<file path="config.mk">
export PLATFORM = sky130hd
export DESIGN_NAME = q5_17_serial_deser
export DESIGN_NICKNAME = d
export VERILOG_FILES = /design/src/rtl/q5_17_2s_comp_pkg.sv /design/src/rtl/q5_17_serial_2s_step.sv /design/src/rtl/q5_17_serial_deser.sv
export SDC_FILE = /design/constraint.sdc
export NUM_CORES = 1
export LEC_CHECK = 0
export CAP_MARGIN = 30
export CORE_AREA = 2 2 50 52
export DETAILED_ROUTE_END_ITERATION = 12
export DIE_AREA = 0 0 52 54
export PLACE_DENSITY = 0.69
export SYNTH_ARGS = -nofsm -noshare
export SYNTH_HDL_FRONTEND = slang
export SYNTH_HIERARCHICAL = 1
export SYNTH_SLANG_ARGS = --single-unit
export TNS_END_PERCENT = 100
</file>
<file path="constraint.sdc">
create_clock -name clk -period 5.4 [get_ports clk]
set_clock_uncertainty 0.1 [all_clocks]
set_input_delay 1.35 -clock clk [delete_from_list [all_inputs] [get_ports clk]]
set_output_delay 1.35 -clock clk [all_outputs]
set_load 0.02 [all_outputs]
</file>
<file path="src/rtl/q5_17_2s_comp_pkg.sv">
// Shared types and defaults for the serial two's complement blocks
// (transmit complementer and receive deserializer).
package q5_17_2s_comp_pkg;

  // Default word width for the serial complementer family.
  localparam int DESER_W_DEF = 8;

  // Receive-side framing state.
  typedef enum logic [1:0] {
    IDLE  = 2'd0,
    SHIFT = 2'd1,
    HOLD  = 2'd2
  } deser_state_t;

endpackage

</file>
<file path="src/rtl/q5_17_serial_2s_step.sv">
// One-bit Mealy two's complementer stage: passes bits unchanged up to and
// including the first 1, inverts every bit after it. Same algorithm as the
// transmit side, so feeding it a complemented stream recovers the operand.
module q5_17_serial_2s_step (
  input  logic clk,
  input  logic rst_b,
  input  logic clr,
  input  logic en,
  input  logic din,
  output logic dout
);

  logic seen_q, seen_d, seen_eff;

  // A clear arriving with a bit makes that bit the new LSB, so it must see a
  // fresh (zero) seen_one flag in the same cycle.
  assign seen_eff = seen_q & ~clr;
  assign dout     = din ^ seen_eff;

  // Next value of the "a 1 has already gone by" flag.
  always_comb begin
    seen_d = seen_q;
    if (clr) seen_d = 1'b0;
    if (en)  seen_d = seen_eff | din;
  end

  // Flag register.
  always_ff @(posedge clk) begin
    if (!rst_b) seen_q <= 1'b0;
    else        seen_q <= seen_d;
  end

endmodule

</file>
<file path="src/rtl/q5_17_serial_deser.sv">
// Serial-to-parallel receiver for the LSB-first two's complement stream.
// Bits shift in at the MSB so the W-th bit leaves bit0 at word_out[0].
// Optional feature: define Q5_17_SERIAL_DECODE_EN to undo the complement
// inline so word_out equals the original operand.
module q5_17_serial_deser
  import q5_17_2s_comp_pkg::*;
#(
  parameter int W     = DESER_W_DEF,
  parameter int CNT_W = $clog2(W + 1)
) (
  input  logic             clk,
  input  logic             rst_b,
  input  logic             stream,
  input  logic             bit_valid,
  input  logic             sop,
  output logic [W-1:0]     word_out,
  output logic             word_valid,
  input  logic             word_ready,
  output logic [CNT_W-1:0] bit_cnt,
  output logic             overrun,
  output logic             frame_err
);

  deser_state_t     state_q, state_d;
  logic [W-1:0]     sr_q, sr_d;
  logic [CNT_W-1:0] cnt_q, cnt_d;
  logic             vld_q, vld_d;
  logic             ovr_q, ovr_d;
  logic             ferr_q, ferr_d;
  logic             take_bit, take_sop;
  logic             bit_in;

`ifdef Q5_17_SERIAL_DECODE_EN
  // seen_one restarts on every accepted sop, aborts included.
  q5_17_serial_2s_step u_step (
    .clk   (clk),
    .rst_b (rst_b),
    .clr   (take_sop),
    .en    (take_bit),
    .din   (stream),
    .dout  (bit_in)
  );
`else
  assign bit_in = stream;
`endif

  // Framing FSM: decides which bits are captured and updates counters/flags.
  always_comb begin
    state_d  = state_q;
    sr_d     = sr_q;
    cnt_d    = cnt_q;
    vld_d    = vld_q;
    ovr_d    = ovr_q;
    ferr_d   = 1'b0;
    take_bit = 1'b0;
    take_sop = 1'b0;
    case (state_q)
      IDLE: begin
        // Bits outside a frame are silently ignored.
        if (bit_valid && sop) begin
          take_bit = 1'b1;
          take_sop = 1'b1;
          cnt_d    = CNT_W'(1);
          state_d  = SHIFT;
        end
      end
      SHIFT: begin
        if (bit_valid) begin
          take_bit = 1'b1;
          if (sop) begin
            // Restart: the older partial bits shift out before the word fills.
            take_sop = 1'b1;
            ferr_d   = 1'b1;
            cnt_d    = CNT_W'(1);
          end else if (cnt_q == CNT_W'(W - 1)) begin
            cnt_d   = CNT_W'(W);
            vld_d   = 1'b1;
            state_d = HOLD;
          end else begin
            cnt_d = cnt_q + CNT_W'(1);
          end
        end
      end
      HOLD: begin
        if (word_ready) begin
          vld_d   = 1'b0;
          cnt_d   = '0;
          state_d = IDLE;
          // Zero-bubble: a sop in the handshake cycle opens the next frame.
          if (bit_valid && sop) begin
            take_bit = 1'b1;
            take_sop = 1'b1;
            cnt_d    = CNT_W'(1);
            state_d  = SHIFT;
          end
        end else if (bit_valid) begin
          ovr_d = 1'b1;
        end
      end
      default: state_d = IDLE;
    endcase
    if (take_bit) sr_d = {bit_in, sr_q[W-1:1]};
  end

  // State and datapath registers.
  always_ff @(posedge clk) begin
    if (!rst_b) begin
      state_q <= IDLE;
      sr_q    <= '0;
      cnt_q   <= '0;
      vld_q   <= 1'b0;
      ovr_q   <= 1'b0;
      ferr_q  <= 1'b0;
    end else begin
      state_q <= state_d;
      sr_q    <= sr_d;
      cnt_q   <= cnt_d;
      vld_q   <= vld_d;
      ovr_q   <= ovr_d;
      ferr_q  <= ferr_d;
    end
  end

  assign word_out   = sr_q;
  assign word_valid = vld_q;
  assign bit_cnt    = cnt_q;
  assign overrun    = ovr_q;
  assign frame_err  = ferr_q;

endmodule

</file>
Word level (Yosys, flattened, before mapping)
Cells that the tools add are included.
Operators by class
  $add $sub $neg: 1
  multiply operators: 0
  divide/modulo/power cells: 0
  $lt $le $gt $ge: 0
  equality and inequality tests: 8
  shifts and indexed selects: 0
  mux-type cells: 24
  bitwise gates (word level): 1
  reductions and logical operators: 9
Operator list (number)
  $mux W4: 5
  $pmux W4 S3: 1
  $mux W1: 10
  $mux W2: 5
  $ne A2 B2 Y1 const B: 5
  $reduce_and A5 Y1: 2
  $pmux W2 S3: 1
  $reduce_and A3 Y1: 2
  $add A4 B1 Y4 const B: 1
  $eq A4 B3 Y1 const B: 1
  $reduce_and A4 Y1: 1
  $pmux W1 S3: 1
  $reduce_bool A3 Y1: 1
  $eq A2 B1 Y1 const B: 1
  $eq A2 B2 Y1 const B: 1
  $logic_not A2 Y1: 1
  $pmux W1 S2: 1
  $reduce_bool A2 Y1: 1
  $logic_and A1 B1 Y1: 1
  $not A1 Y1: 1
Word-level totals
  flip-flop bits (word level): 17
  bits in latches: 0
  RAM bits: 0
  memory bits (read-only): 0
  input bits: 6
  logic and storage cells: 49
  memories kept: 0

Longest topological paths before layout
Gate-level depths: netlist (run 1).
  depth after elaboration: 5
  depth in mapped cells: 6

Least setup slack after synthesis (run 1)
Ideal clock, no wire load.
  kind: input to register
  from: in sop
  to: reg sr_q[0] (netlist: word_out[0])
  setup time: 0.116 ns
  arrival: 2.428 ns
  required time: 5.184 ns
  path slack: 2.756 ns
  stages: 5
  path buffers: 1
  path through: buf_6 > nor2_1 > a2111oi_4 > mux2i_1 > nor2b_1
On the way
  longest elaborated chain between the ends: 4
Ends and longest elaborated chain
  from (decl): RTL line q5_17_serial_deser.sv:15  | input logic sop,
  $logic_and A1 B1 Y1 *: RTL line q5_17_serial_deser.sv:60, q5_17_serial_deser.sv:90
  $mux W1 *: RTL line q5_17_serial_deser.sv:60, q5_17_serial_deser.sv:90
  $mux W1: RTL line q5_17_serial_deser.sv:85  | if (word_ready) begin
  $pmux W1 S3 *: RTL line q5_17_serial_deser.sv:57  | case (state_q)
  to (signal assigned): RTL line q5_17_serial_deser.sv:116  | sr_q <= sr_d;
  to (decl): RTL line q5_17_serial_deser.sv:25  | logic [W-1:0] sr_q, sr_d;
Mark *: on every way between the ends. The rest lies on a longest branch, timed or not.
A chain may end at the register's enable or synchronous reset.

Worst setup path in the final report (run 1)
  from: in sop
  to: reg sr_q[2] (netlist: word_out[2])
The elaborated chain is that of the path after synthesis.

==> impl_results.md, run 1 <==
- Worst path slowest cell: a2111oi_4
- RSZ-0062 raised after global routing: false
- Number of diodes: 0
- FF-to-FF path depth: 5
- Placed Area: between 1000 and 1500 um2
- Gpl congestion: roughly 0.74
- First-pass GRT wire length: between 2 and 3 mm
- Grt ovf: 0
- Ys flop type: dfxtp_1
- Routed vias: around 730
- Fin Setup TNS: 0 ns
- Yosys warnings: 6
- H-Tree Depth: 1
- Sequential area share after synthesis: 0.367
- Power Density: around 320 nW/um2
- Worst-skew pair later-pin latency: between 0.2 and 0.3 ns
- Syn avg cell area: 9.66 um2
- Core ar.: ~2300 um2
- Sw frac: 0.375
- Sinks on Clock Net: 17
- Worst path top cell family by delay: compound AO/OA/AOI/OAI gates
- Area contributors post-synth: dfxtp_1, ha_1, mux2i_1, nor2b_1, nand2_1
- First-pass DRT Iterations: 2
- GRT Total Usage: 0.138
- DR DRC count: 0
- WP data arrival: ~3.2 ns
- Post-Synthesis Net Count: around 110
- Max capacitance violation total: 0
- Clock Power Share: 0.179
- Drt wl/cell: 11.7 um
- Ratio of cells with drive above 1 in the final layout: 0.0690
- Psw: between 0.0001 and 0.00015 W
- Fmax: between 300 and 400 MHz
- Port bufs: 20
- Post-Syn Area: about 900 um2
- Crit path largest cell delay: 0.72 ns
- Nets@finish: 130
- Worst Tran Pin Value: between 0.7 and 0.8 ns
- Detailed placement HPWL: roughly 1.2 mm
- Comb pwr share: 0.415
- CP cell instances: clkdlybuf4s50_1 > nor2_1 > a2111oi_4 > mux2i_1 > nor2b_1
- Commonest cells post-synth: dfxtp_1, nor2b_1, nand2_1, mux2i_1, ha_1
- Hold endpoint: overrun
- Clock tree buffer depth: 2
- Die span in y: between 50 and 60 um
- Worst rel slew slack: 0.501
- RR Startpoint: state_q[0]
- Setup bufs post-CTS: 0
- Area growth syn-to-layout: 26.0%
- Multi-input combinational cell area: between 500 and 600 um2
- Vias in the first global route: roughly 650
- FFs w/ async S/R, synth: 0
- Synthesized instance count: 96
- Yosys top cell by area: dfxtp_1
- Initial antenna violation count: 0
- CTS tree: yes
- Synth top area share: 0.367
- Hold Startpoint: overrun
- Width of the die: approximately 52 um
- WHS Path Cells: 1
- Final setup fails: 0
- Outcome: finished clean
- Post_cts resized: 0
- Period utilisation layout: 0.568
- Initial core utilization: 0.400
- Crit Reg-Reg Endpoint: word_out[2]
- Post-synth EDFFs: 0
- Iteration-0 DRC Markers: 5
- Tmin final: 3.07 ns
- Leakage power: ~0.41 nW
- Fillers: 231
- Internal Dissipation: roughly 0.00024 W
- Remaining antenna violation count: 0
- Sequential Area: 340 um2
- WP buf/inv: 1
- Reg2reg setup slack: around 3.1 ns
- Worst-path clk slew: around 0.090 ns
- Worst EP required: ~5.5 ns
- Synth cell types: 32
- Row Count: 18
- Kind of critical path: in -> reg
- Vias/cell: around 5.0
- Crit end category: flop
- Post-route cell area: about 1200 um2
- Peak VDD IR: 0.178 mV
- Final hold vios: 0
- Hold buffers post-CTS: 0
- CP max FO: 10
- Reg power frac: 0.407
- Synthesis-stage register bit count: 17
- CTS buffer count: 3
- Hold Crit Class: reg -> reg
- # IOs: 21
- Die area: 2810 um2
- Final Max Slew Viols: 0
- Largest net degree at the start of global routing: 26
- Worst Setup Start Kind: input pin
- Root buffer cell: clkbuf_4
- Most used standard cell by instance count after synthesis: dfxtp_1
- Final wirelength: 1.71 mm
## area by class of cell
| class | count | area share |
|---|---|---|
| Clock buffer | 4 | 0.0225 |
| Inverter | 4 | 0.0128 |
| Multi-Input combinational cell | 71 | 0.470 |
| Sequential cell | 17 | 0.291 |
| Tap cell | 30 | 0.0321 |
| Timing Repair Buffer | 20 | 0.171 |
## cells by family (layout without fill, tap and decap cells)
group                    count (synthesis)  in the layout  share of synthesized area
AND/OR/NAND/NOR                         37             37                      0.243
AO/OA/AOI/OAI                           19             19                      0.169
multiplexers                             8              8                     0.0864
buffers and inverters                    8             28                     0.0405
adder cells (fa/ha/maj)                  7              7                     0.0945
flip-flops                              17             17                      0.367
## worst register-to-register path: stages, from the launching register on
cell and delay, ns:
dfxtp_1 0.45, ha_1 0.43, nor2_1 0.13, a2111oi_4 0.75, mux2i_1 0.27, nor2b_1 0.06
## power groups by stage
| stage | Combinational, W | Clock (W) | Sequential, W |
|---|---|---|---|
| 6_report | 0.000156 | 0.0000674 | 0.000153 |
| 3_3_place_gp | 0.000155 | 0 | 0.000155 |
| 4_1_cts | 0.000157 | 0.0000703 | 0.000153 |
| 3_5_place_dp | 0.000156 | 0 | 0.000156 |
| 5_1_grt | 0.000176 | 0.0000750 | 0.000155 |
| 2_1_floorplan | 0.000113 | 0 | 0.000160 |
## layout by cell type, fill, tap and decap left out, types with 2 or more instances in the layout
master           instances
nor3b_1                  2
inv_1                    4
nor2b_1                 10
mux2i_1                  8
nand2_1                  9
nor2_1                   5
ha_1                     7
nand3_1                  3
a21oi_1                  3
clkdlybuf4s50_1         20
clkbuf_4                 3
o21ai_0                  5
dfxtp_1                 17
## routing by layer
layer | share of wire | global-route usage | up-vias
li1 | - | - | 386
met1 | 0.51 | 0.181 | 329
met2 | 0.44 | 0.200 | 12
met3 | 0.036 | 0.0250 | 4
met4 | 0.021 | 0.101 | 0
met5 | 0 | 0 | -
## metrics by stage
step | total power, W | hold slack (ns) | instances | worst slack, ns | utilization
2_1_floorplan | 0.000273 | 0.384 | 96 | 2.76 | -
3_3_place_gp | 0.000310 | 0.350 | 142 | 2.07 | 0.492
3_5_place_dp | 0.000312 | 0.354 | 142 | 2.02 | 0.492
4_1_cts | 0.000380 | 0.384 | 146 | 2.33 | 0.504
5_1_grt | 0.000406 | 0.410 | 146 | 2.16 | 0.504
6_report | 0.000377 | 0.378 | 146 | 2.33 | 0.504
## how the worst max path moves through the flow
stage | from | depth (start not counted) | to
6_report | sop | 5 | word_out[2]
5_1_grt | sop | 5 | bit_cnt[2]
4_1_cts | sop | 5 | word_out[1]
3_5_place_dp | sop | 5 | word_out[1]
3_3_place_gp | sop | 5 | word_out[0]
2_1_floorplan | sop | 5 | word_out[0]
## sequential cells by signal, indices dropped and copies added, names as in the netlist
name and count:
bit_cnt 4, frame_err 1, overrun 1, state_q 2, word_out 8, word_valid 1
Power figures use the tool's default switching activity.
==> inputs of run 2 (changes only) <==
- PLACE_DENSITY: 0.69 -> 0.72
- clock period: 5.4 -> 2.7 ns (I/O delays scaled with it)
==> run 2 against run 1 <==
- design area up 1.9%
- final cell count increased by 2.1%
- sequential share of layout area decreased by 0.55 points
- non-clock buffer count is 3 higher
- clock-buffer cell count stayed put
- combinational power increased by 120%
- via count up 4.1%
- sequential cell count unchanged
- critical path type unchanged
- largest power group unchanged
==> impl_results.md, run 2 (same netlist as run 1, synthesis figures left out) <==
- Crit path largest cell delay: between 0.5 and 0.6 ns
- H-Tree Depth: 1
- Peak VDD IR: roughly 0.38 mV
- DR DRC count: 0
- Root buffer cell: clkbuf_4
- First-pass DRT Iterations: 2
- Width of the die: around 52 um
- Outcome: finished clean
- FF-to-FF path depth: 7
- Final Max Slew Viols: 0
- WP buf/inv: 1
- Setup bufs post-CTS: 0
- Crit end category: flop
- Vias/cell: roughly 5.1
- Clock tree buffer depth: 2
- Worst Setup Start Kind: input pin
- Nets@finish: 133
- Final core occ: 0.513
- Most frequent cells in the layout: clkdlybuf4s50_1, dfxtp_1, nor2b_1
- Number of diodes: 0
- Crit Reg-Reg Endpoint: word_out[7]
- Detailed placement HPWL: between 1 and 1.5 mm
- Max capacitance violation total: 0
- Stages on worst setup path: 4
- Post_cts resized: 0
- CP cell instances: clkdlybuf4s50_1 > nand4bb_1 > a2111oi_2 > o21ai_0
- Routed vias: ~760
- # IOs: 21
- Die area: between 2000 and 3000 um2
- Max reg flops: 8
- Placed Area: roughly 1200 um2
- Die span in y: roughly 54 um
- First-pass GRT wire length: between 2 and 3 mm
- Sinks on Clock Net: 17
- Row Count: 18
- Worst EP required: around 2.8 ns
- CTS buffer count: 3
- Initial antenna violation count: 0
- Grt ovf: 0
- Area growth syn-to-layout: 28.5%
- Hold endpoint: overrun
- Setup WS pre-CTS: around 0.18 ns
- WHS Path Cells: 1
- WP data arrival: 2.25 ns
- Fmax: roughly 460 MHz
- Largest net degree at the start of global routing: 16
- Worst rel slew slack: 0.679
- Fin Setup TNS: 0 ns
- Worst-path clk slew: 0.09 ns
- Worst path slowest cell: clkdlybuf4s50_1
- GRT Total Usage: 0.134
- Final wirelength: around 1.7 mm
- Period utilisation layout: 0.813
- RR Startpoint: state_q[1]
- Leakage power: between 0.4 and 0.5 nW
- Port bufs: 20
- CTS tree: yes
- Ratio of cells with drive above 1 in the final layout: 0.0924
- Worst setup startpoint: sop
- Worst-skew pair later-pin latency: about 0.28 ns
- Post-route cell area: 1190 um2
- Tmin final: ~2.2 ns
- Remaining antenna violation count: 0
- Worst Tran Pin Value: 0.480 ns
- Gpl congestion: 0.707
- Core ar.: around 2300 um2
- Final hold vios: 0
- Hold Crit Class: reg -> reg
- Hold buffers post-CTS: 0
- RSZ-0062 raised after global routing: false
- Iteration-0 DRC Markers: 3
- Kind of critical path: in -> reg
- Reg2reg setup slack: about 0.61 ns
- Drt wl/cell: ~12 um
- Worst path top cell family by delay: compound AO/OA/AOI/OAI gates
- Final setup fails: 0
- Commonest non-fill, non-tap cell in the layout: clkdlybuf4s50_1
- CP max FO: 10
- Vias in the first global route: between 600 and 700
- Power Density: ~650 nW/um2
- Initial core utilization: 0.400
- PnR worst setup slack: just over 0.5 ns
- Hold Startpoint: overrun
run 2: worst register-to-register path, delay by kind of cell, from the launching register on:
family	cells	cell delay, ns
AOI/OAI and AO/OA	1	0.36
adders and majority gates	1	0.41
DFF	1	0.36
buffers and inverters	2	0.35
muxes	1	0.21
and+or+nand+nor	2	0.20
run 2: how the worst max path moves through the flow:
stage,to,slack (ns)
floorplan,word_out[0],0.73
CTS,state_q[1],0.49
detailed placement,state_q[1],0.18
global placement,word_out[6],0.27
global route,state_q[1],0.33
finish,state_q[1],0.50
run 2: per-stage QoR:
stage	hold WS [ns]	std cells	power (W)
after floorplan	0.384	96	0.000546
after global placement	0.359	145	0.000637
after detailed placement	0.369	145	0.000645
after CTS	0.391	149	0.000776
after global routing	0.416	149	0.000826
final	0.379	149	0.000772
run 2: cell type report:
| cell class | instances | area [um2] |
|---|---|---|
| well taps | 30 | 37.5 |
| clock buffers | 4 | 26.3 |
| multi-input cells | 71 | 549 |
| fillers | 209 | 1130 |
| inverters | 4 | 15.0 |
| repair buffers | 23 | 223 |
| flip-flops and latches | 17 | 340 |
run 2: where the power goes:
group          leakage [nW]  internal, W  switching [W]
logic                 0.277     0.000156       0.000180
clock network        0.0150    0.0000573      0.0000738
registers             0.138     0.000274      0.0000304
run 2: per-layer routing:
layer | GRT usage | up-vias | routed length (um)
met1 | 0.180 | 355 | 848
met4 | 0.0789 | 0 | 34
met2 | 0.205 | 10 | 811
met5 | 0 | - | 0
met3 | 0.0167 | 4 | 36
li1 | - | 392 | -
==> inputs of run 3 (changes only) <==
- clock period: 2.7 -> 1.9 ns (I/O delays scaled with it)
==> run 3 against run 2 <==
- critical path depth shrank 3
- register-to-register slack worse by 0.49 ns
- die area did not move
- design area grew 10%
- worst setup slack worse by 0.47 ns
- sequential cell count did not move
- clock power increased by 52%
- sequential power is 40% higher
- sequential share of layout area down 2.5 points
- combinational power is 76% higher
- power is 58% higher
- highest routed layer unchanged
- largest power group unchanged
- utilization rose by 5.2 points
==> impl_results.md, run 3 (same netlist as run 1, synthesis figures left out) <==
- GRT Total Usage: 0.143
- Worst-skew pair later-pin latency: approximately 0.3 ns
- Area growth syn-to-layout: 41.6%
- Multi-input combinational cell area: 568 um2
- Core ar.: 2320 um2
- Kind of critical path: reg -> out
- Hold Crit Class: reg -> reg
- Width of the die: between 50 and 60 um
- Max reg flops: 8
- Root buffer cell: clkbuf_4
- Worst path slowest cell: clkdlybuf4s50_1
- Sw frac: 0.363
- Period utilisation layout: 0.983
- Gpl congestion: 0.772
- DR DRC count: 0
- Worst path top cell family by delay: buffers and inverters
- WP buf/inv: 1
- Worst Tran Pin Value: about 0.45 ns
- H-Tree Depth: 1
- Die area: roughly 2800 um2
- Port bufs: 20
- Comb pwr share: 0.487
- Initial antenna violation count: 0
- Setup bufs post-CTS: 0
- Outcome: finished clean
- Die span in y: roughly 54 um
- RSZ-0062 raised after global routing: false
- Remaining antenna violation count: 0
- Tmin final: between 1.5 and 2 ns
- CTS tree: yes
- Fmax: ~540 MHz
- Final setup fails: 0
- CP cell instances: clkdlybuf4s50_1
- Internal Dissipation: ~0.00078 W
- First-pass DRT Iterations: 4
- Fillers: 216
- Vias in the first global route: ~690
- Leakage power: 0.541 nW
- Final hold vios: 0
- Iteration-0 DRC Markers: 12
- Peak VDD IR: about 0.63 mV
- Drt wl/cell: about 12 um
- Power Density: roughly 900 nW/um2
- Ratio of cells with drive above 1 in the final layout: 0.205
- Psw: about 0.00044 W
- Placed Area: about 1300 um2
- Detailed placement HPWL: between 1 and 1.5 mm
- Crit Reg-Reg Endpoint: word_out[2]
- Vias/cell: 5.14
- Crit path largest cell delay: approximately 0.62 ns
- Hold Slack: roughly 0.38 ns
- Worst EP required: 1.32 ns
- Final Max Slew Viols: 0
- Reg power frac: 0.349
- Post-route cell area: approximately 1300 um2
- Hold Startpoint: overrun
- Largest net degree at the start of global routing: 15
- Row Count: 18
- Number of diodes: 0
- Reg2reg setup slack: about 0.12 ns
- Crit path capture: word_valid
- Worst setup startpoint: word_valid
- Sinks on Clock Net: 17
- Worst rel slew slack: 0.700
- Worst-path clk slew: approximately 0.11 ns
- Routed vias: between 800 and 900
- Crit end category: output pin
- # IOs: 21
- Stages on worst setup path: 1
- Clock Power Share: 0.163
- Max capacitance violation total: 0
- Final wirelength: slightly below 2 mm
- WP data arrival: 1.29 ns
- Most frequent cells in the layout: dfxtp_1, buf_4, clkdlybuf4s50_1
- Worst Setup Start Kind: flop
- Clock tree buffer depth: 2
- CTS buffer count: 3
- First-pass GRT wire length: between 2 and 3 mm
- Initial core utilization: 0.400
- Commonest non-fill, non-tap cell in the layout: dfxtp_1
- Sequential Area: about 340 um2
- FF-to-FF path depth: 7
- Hold buffers post-CTS: 0
- CP max FO: 3
- RR Startpoint: state_q[1]
- Nets@finish: 146
- Grt ovf: 0
[run 3: cell count changes in the layout (fill, tap and decap cells not counted), sizes merged]
cell,previous run,this run
buf,3,16
clkdlybuf4s50,20,14
dlymetal6s2s,0,2
dlygate4sd2,0,4
[run 3: power by group through the flow]
stage | logic, W | clock network, W | registers (W)
3_3_place_gp | 0.000572 | 0 | 0.000430
2_1_floorplan | 0.000322 | 0 | 0.000454
6_report | 0.000593 | 0.000199 | 0.000425
3_5_place_dp | 0.000586 | 0 | 0.000430
5_1_grt | 0.000655 | 0.000216 | 0.000429
4_1_cts | 0.000580 | 0.000206 | 0.000422
[run 3: cell type report]
| type | instances | area share |
|---|---|---|
| inverters | 4 | 0.0114 |
| clock buffers | 4 | 0.0200 |
| flip-flops and latches | 17 | 0.260 |
| well taps | 30 | 0.0286 |
| multi-input cells | 71 | 0.433 |
| repair buffers | 36 | 0.247 |
[run 3: worst min-delay path by stage]
stage	slack (ns)	depth (start not counted)	to
after CTS	0.39	1	overrun
after detailed placement	0.37	1	overrun
after floorplan	0.38	2	state_q[1]
after global routing	0.42	1	overrun
final	0.38	1	overrun
after global placement	0.36	1	overrun
[run 3: through the flow]
stage	utilization	setup TNS [ns]	worst slack [ns]	cells	total power, W
floorplan	-	0	0.0115	96	0.000776
global placement	0.544	-3.44	-0.281	158	0.00100
detailed placement	0.544	-3.88	-0.321	158	0.00102
CTS	0.553	0	0.00358	162	0.00121
global route	0.566	0	0.000355	162	0.00130
finish	0.566	0	0.0331	162	0.00122
[run 3: timing repair]
action / 4_1_cts / 5_1_grt
gates cloned: 0 / 0
resized for setup: 4 / 7
endpoints found under the setup margin: 4 / 14
[run 3: layer usage]
layer	vias up	GRT usage	routed length [um]
met2	18	0.215	948
met1	392	0.192	916
met3	4	0.0194	61
li1	419	-	-
met5	-	0	0
met4	0	0.0921	53
